## src/rtl/layer_sequencer.sv

```systemverilog
// layer_sequencer: launches the CNN layer engines one after another, waits
// for each engine's done pulse, guards every stage with a watchdog and
// reports frame completion, faults and the total frame latency.
module layer_sequencer #(
  parameter  int NUM_STAGES     = 4,
  parameter  int TIMEOUT_CYCLES = 1_000_000,
  parameter  int CYC_W          = 32,
  localparam int IDX_W          = (NUM_STAGES > 1) ? $clog2(NUM_STAGES) : 1,
  localparam int TMR_W          = $clog2(TIMEOUT_CYCLES + 1)
) (
  input  logic                  clk,
  input  logic                  reset,
  input  logic                  start,
  input  logic                  abort,
  output logic [NUM_STAGES-1:0] stage_start,
  input  logic [NUM_STAGES-1:0] stage_done,
  output logic                  busy,
  output logic                  done,
  output logic                  error,
  output logic [IDX_W-1:0]      err_stage,
  output logic [CYC_W-1:0]      cycle_count
);

  typedef enum logic [1:0] {
    S_IDLE,
    S_WAIT,
    S_FINISH,
    S_FAULT
  } state_t;

  localparam logic [IDX_W-1:0] LAST_IDX  = IDX_W'(NUM_STAGES - 1);
  localparam logic [TMR_W-1:0] TMR_LIMIT = TMR_W'(TIMEOUT_CYCLES - 1);

  state_t                  r_state,       w_state_nxt;
  logic [IDX_W-1:0]        r_idx,         w_idx_nxt;
  logic [TMR_W-1:0]        r_timer,       w_timer_nxt;
  logic [CYC_W-1:0]        r_run,         w_run_nxt;
  logic [NUM_STAGES-1:0]   r_stage_start, w_stage_start_nxt;
  logic                    r_busy,        w_busy_nxt;
  logic                    r_done,        w_done_nxt;
  logic                    r_error,       w_error_nxt;
  logic [IDX_W-1:0]        r_err_stage,   w_err_stage_nxt;
  logic [CYC_W-1:0]        r_cycle_count, w_cycle_count_nxt;

  logic                    w_done_sel;
  logic [IDX_W-1:0]        w_idx_inc;
  logic [CYC_W-1:0]        w_run_inc;

  assign w_idx_inc = r_idx + 1'b1;
  assign w_run_inc = (r_run == '1) ? r_run : r_run + 1'b1;

  // Select the done bit of the active stage; all other done bits are ignored.
  always_comb begin
    w_done_sel = 1'b0;
    for (int unsigned i = 0; i < NUM_STAGES; i++) begin
      if (r_idx == IDX_W'(i)) w_done_sel = stage_done[i];
    end
  end

  // Next-state and registered-output logic; abort beats done, done beats timeout.
  always_comb begin
    w_state_nxt       = r_state;
    w_idx_nxt         = r_idx;
    w_timer_nxt       = r_timer;
    w_run_nxt         = r_run;
    w_stage_start_nxt = '0;
    w_busy_nxt        = r_busy;
    w_done_nxt        = 1'b0;
    w_error_nxt       = 1'b0;
    w_err_stage_nxt   = r_err_stage;
    w_cycle_count_nxt = r_cycle_count;
    case (r_state)
      S_IDLE: begin
        if (start) begin
          w_stage_start_nxt[0] = 1'b1;
          w_idx_nxt            = '0;
          w_timer_nxt          = '0;
          w_run_nxt            = '0;
          w_busy_nxt           = 1'b1;
          w_state_nxt          = S_WAIT;
        end
      end
      S_WAIT: begin
        w_run_nxt   = w_run_inc;
        w_timer_nxt = r_timer + 1'b1;
        if (abort) begin
          w_busy_nxt  = 1'b0;
          w_state_nxt = S_IDLE;
        end else if (w_done_sel) begin
          if (r_idx != LAST_IDX) begin
            w_idx_nxt   = w_idx_inc;
            w_timer_nxt = '0;
            for (int unsigned i = 0; i < NUM_STAGES; i++) begin
              if (IDX_W'(i) == w_idx_inc) w_stage_start_nxt[i] = 1'b1;
            end
          end else begin
            // running counter lags by one; the saturating increment counts the done cycle
            w_cycle_count_nxt = w_run_inc;
            w_state_nxt       = S_FINISH;
          end
        end else if (r_timer == TMR_LIMIT) begin
          w_err_stage_nxt = r_idx;
          w_state_nxt     = S_FAULT;
        end
      end
      S_FINISH: begin
        w_done_nxt  = 1'b1;
        w_busy_nxt  = 1'b0;
        w_state_nxt = S_IDLE;
      end
      S_FAULT: begin
        w_error_nxt = 1'b1;
        w_busy_nxt  = 1'b0;
        w_state_nxt = S_IDLE;
      end
      default: w_state_nxt = S_IDLE;
    endcase
  end

  // State and output registers with synchronous reset.
  always_ff @(posedge clk) begin
    if (reset) begin
      r_state       <= S_IDLE;
      r_idx         <= '0;
      r_timer       <= '0;
      r_run         <= '0;
      r_stage_start <= '0;
      r_busy        <= 1'b0;
      r_done        <= 1'b0;
      r_error       <= 1'b0;
      r_err_stage   <= '0;
      r_cycle_count <= '0;
    end else begin
      r_state       <= w_state_nxt;
      r_idx         <= w_idx_nxt;
      r_timer       <= w_timer_nxt;
      r_run         <= w_run_nxt;
      r_stage_start <= w_stage_start_nxt;
      r_busy        <= w_busy_nxt;
      r_done        <= w_done_nxt;
      r_error       <= w_error_nxt;
      r_err_stage   <= w_err_stage_nxt;
      r_cycle_count <= w_cycle_count_nxt;
    end
  end

  assign stage_start = r_stage_start;
  assign busy        = r_busy;
  assign done        = r_done;
  assign error       = r_error;
  assign err_stage   = r_err_stage;
  assign cycle_count = r_cycle_count;

endmodule

```

## config.mk

```make
export PLATFORM = sky130hd
export DESIGN_NAME = layer_sequencer
export DESIGN_NICKNAME = d
export VERILOG_FILES = /design/src/rtl/layer_sequencer.sv
export SDC_FILE = /design/constraint.sdc
export NUM_CORES = 1
export LEC_CHECK = 0
export CAP_MARGIN = 15
export CELL_PAD_IN_SITES_DETAIL_PLACEMENT = 1
export CELL_PAD_IN_SITES_GLOBAL_PLACEMENT = 2
export CORE_MARGIN = 2
export CORE_UTILIZATION = 37
export DETAILED_ROUTE_END_ITERATION = 6
export HOLD_SLACK_MARGIN = 0.12
export PLACE_DENSITY = 0.87
export RECOVER_POWER = 50
export SLEW_MARGIN = 20
export SYNTH_ARGS = -nofsm -noshare
export SYNTH_HDL_FRONTEND = slang
export SYNTH_SLANG_ARGS = --single-unit
export TNS_END_PERCENT = 30
```

## constraint.sdc

```tcl
create_clock -name clk -period 6.11 [get_ports clk]
set_input_delay 1.222 -clock clk [delete_from_list [all_inputs] [get_ports clk]]
set_output_delay 1.222 -clock clk [all_outputs]
set_load 0.1 [all_outputs]
```

==> results.py <==
metrics = {
    "yosys": {
        "netlist_area_um2": 4820,
        "complex_gate_fraction_of_the_synthesized_area": 0.234,
        "syn_nets": 610,
        "post_synth_fa_ha_maj_area_fraction": 0.0208,
        "synthMuxAreaShare": 0.0158,
        "ys_ff_latch": 97,
        "synth_top_family_by_area": "simple AND/OR/NAND/NOR gates",
        "yosys.area_share.simple": 0.235,
        "synthCells": 594,
        "synthDistinctLibCells": 60,
        "synth-edff-count": 0,
        "synth-xor-area-share": 0.0509,
        "yosys_warns": 0,
        "yosys_most_used_dff": "dfxtp_1",
        "async_set_or_reset_flop_fraction_in_the_synthesized_netlist": 0,
        "ys_seq_area_frac": 0.403,
        "synth.avg_cell_area_um2": 8.11,
    },
    "layout": {
        "fillCellCount": 1521,
        "area_of_the_multi_input_gates_um2": 2680,
        "layout-area-overhead-vs-synth_pct": 17.7,
        "insertedDiodeCount": 0,
        "leading_cell_type_in_the_layout_fill_and_taps_excluded": "dfxtp_1",
        "finalNetCount": 639,
        "layout.area.seq_um2": 1940,
        "layout.cells.most_common_list": "97 x dfxtp_1, 66 x o21ai_0, 64 x nand2_1, 54 x a21oi_1, 48 x nor2_1",
        "final_util": 0.448,
        "share_of_cells_above_drive_strength_1": 0.0574,
        "area_of_all_placed_cells_without_fillers_um2": 5670,
    },
    "grt": {
        "vias_in_the_first_global_route": 4472,
        "pin_count_of_the_biggest_net_entering_global_routing": 61,
        "first_pass_grt_wire_length_mm": 22.4,
        "grt_remaining_overflow": 0,
        "gr-usage-all-layers": 0.192,
        "number_of_antenna_violations_at_the_first_check_in_global_routing": 0,
    },
    "timing": {
        "worst_clock_skew_ns": 0.00774,
        "finalMaxSlewViolations": 61,
        "timing_worst_slew_pin_value_ns": 2.33,
        "max_slew_margin": -0.551,
        "layout_setup_ws_ns": 1.85,
        "finalHoldViolCount": 0,
        "fin_tns_setup_ns": 0,
        "timing.fmax_mhz": 235,
        "rsz_0062_raised_after_global_routing": "no",
        "finalWorstPathRequiredPeriod_ns": 4.26,
        "setup_viol": 0,
        "timing.final.crit_share": 0.698,
    },
    "clock_network": {
        "cts_setup_buffers": 0,
        "clock-sinks": 97,
        "clk_pin_slew_worst_paths_ns": 0.07,
        "tritoncts.num_buffers": 9,
        "cts_root_buf": "clkbuf_16",
        "cts_tree": "built",
        "post_cts_resized": 0,
        "htree_num_levels": 3,
        "worstSkewPairLatency_ns": 0.35,
        "cts.hold.buffers_added": 0,
        "clk_path_buf_depth": 2,
    },
    "routing": {
        "postRouteWirelength_mm": 13.2,
        "drt_iter0_markers": 303,
        "route.vias.total": 4511,
        "detail_route.wl_per_cell_um": 16.6,
        "route.detailed.drc": 0,
        "drtAntennaViolNets": 0,
        "detail_route.vias_per_cell": 5.65,
        "detailedRoute.firstPassIterationCount": 4,
    },
    "placement": {
        "place.gp.congestion": 0.795,
        "buffer_ports.inserted": 48,
        "dp_hpwl_mm": 8.96,
        "place_worst_setup_slack_ns": 1.76,
        "area_post_placement_um2": 5420,
    },
    "power_and_ir_drop": {
        "ir_worst_vdd_mv": 0.127,
        "power_per_cell_area_nw_per_um2": 220,
        "power.leakage_uw": 0.00196,
        "fin_total_pwr_uw": 1250,
    },
    "die": {
        "initial_utilization": 0.380,
        "placeableCoreArea_um2": 12700,
        "die_area_um2": 14000,
        "die_w_um": 118,
        "placement_rows": 41,
        "fp.dieH_um": 118,
        "io-pin-count": 49,
    },
    "critical_path": {
        "worst_r2r_endpoint": "cycle_count[9]",
        "required_ns": 6.39,
        "setup_slack_reg_to_reg_ns": 2.58,
        "timing.critical_path.fanout_max": 60,
        "startpoint_types": "input pin",
        "class_of_the_most_critical_setup_path": "in -> reg",
        "worstRegToRegCells": 7,
        "worst_r2r_startpoint": "r_idx[0]",
        "worstPathArrival_ns": 4.54,
        "critPathLaunch": "abort",
        "timing.critical_path.to_type": "flop",
    },
    "outcome": {
        "violations": "max-capacitance violations, max-slew violations",
        "outcome": "finished, violations left",
    },
    "run": {
        "drv_cap": 1,
    },
    "hold_path": {
        "worstHoldEndpoint": "cycle_count[9]",
        "hold_path_startpoint": "cycle_count[9]",
        "worstHoldPathCells": 2,
        "min-delay-path-class": "reg -> reg",
    },
}
==> synthesized netlist by cell type (all sizes together), types with 9 or more instances <==
master / instances / area share
and3: 15 / 0.021
nand4: 21 / 0.030
clkbuf: 30 / 0.024
nor2: 48 / 0.037
dfxtp: 97 / 0.40
nor3: 15 / 0.018
nand3: 19 / 0.021
xnor2: 9 / 0.016
a31oi: 20 / 0.026
inv: 12 / 0.0093
o21ai: 66 / 0.069
nand2: 64 / 0.050
a21oi: 54 / 0.056
xor2: 19 / 0.035
==> logic make-up (layout without fill, tap and decap cells) <==
| family | Yosys count | after routing |
|---|---|---|
| DFF | 97 | 97 |
| AOI/OAI and AO/OA | 186 | 186 |
| buffers and inverters | 48 | 81 |
| muxes | 7 | 7 |
| adders and majority gates | 8 | 8 |
| xor gates and xnor gates | 28 | 28 |
| and+or+nand+nor | 220 | 220 |
==> through the flow <==
| stage | instances | hold WS (ns) |
|---|---|---|
| 6_report | 799 | 0.453 |
| 3_3_place_gp | 784 | 0.443 |
| 4_1_cts | 799 | 0.457 |
| 2_1_floorplan | 594 | 0.431 |
| 5_1_grt | 799 | 0.477 |
| 3_5_place_dp | 784 | 0.448 |
==> metal layers <==
metal,vias to the layer above,track usage,part of all wire
li1,2220,-,-
met1,2232,0.264,0.49
met2,51,0.313,0.48
met3,8,0.0241,0.020
met4,0,0.0625,0.0082
met5,-,0,0
==> layout make-up <==
class	instances	area share
timing repair buffer	54	0.0907
tap	172	0.0379
clock buffer	10	0.0421
sequential	97	0.342
clock inverter	5	0.00574
inverter	12	0.00794
multi-input combinational	449	0.473
==> how the worst max path moves through the flow <==
stage	slack, ns	end	cells past startpoint
5_1_grt	1.53	cycle_count[9]	6
3_5_place_dp	1.76	r_run[25]	6
4_1_cts	2.13	r_run[25]	6
6_report	1.85	cycle_count[9]	6
3_3_place_gp	1.92	r_run[25]	6
2_1_floorplan	3.40	r_timer[8]	7
==> worst max-delay path, cell delays in order <==
cell	delay [ns]
dlygate4sd3_1	0.65
nor3_1	0.22
clkbuf_1	1.68
o21ai_0	0.35
a21o_1	0.29
a21oi_1	0.12
==> registers in the layout, indices dropped and copies added, names as in the netlist <==
| signal | flops |
|---|---|
| cycle_count | 32 |
| r_run | 32 |
| r_timer | 20 |
| stage_start | 4 |
| err_stage | 2 |
| r_idx | 2 |
| r_state | 2 |
| busy | 1 |
| done | 1 |
| error | 1 |
==> where the power goes <==
group          total, uW  switching (uW)  internal, uW
Sequential           639            4.00           635
Combinational       67.9            48.2          19.7
Clock                539             255           284
Total               1250             308           938
(Power assumes the default switching activity.)
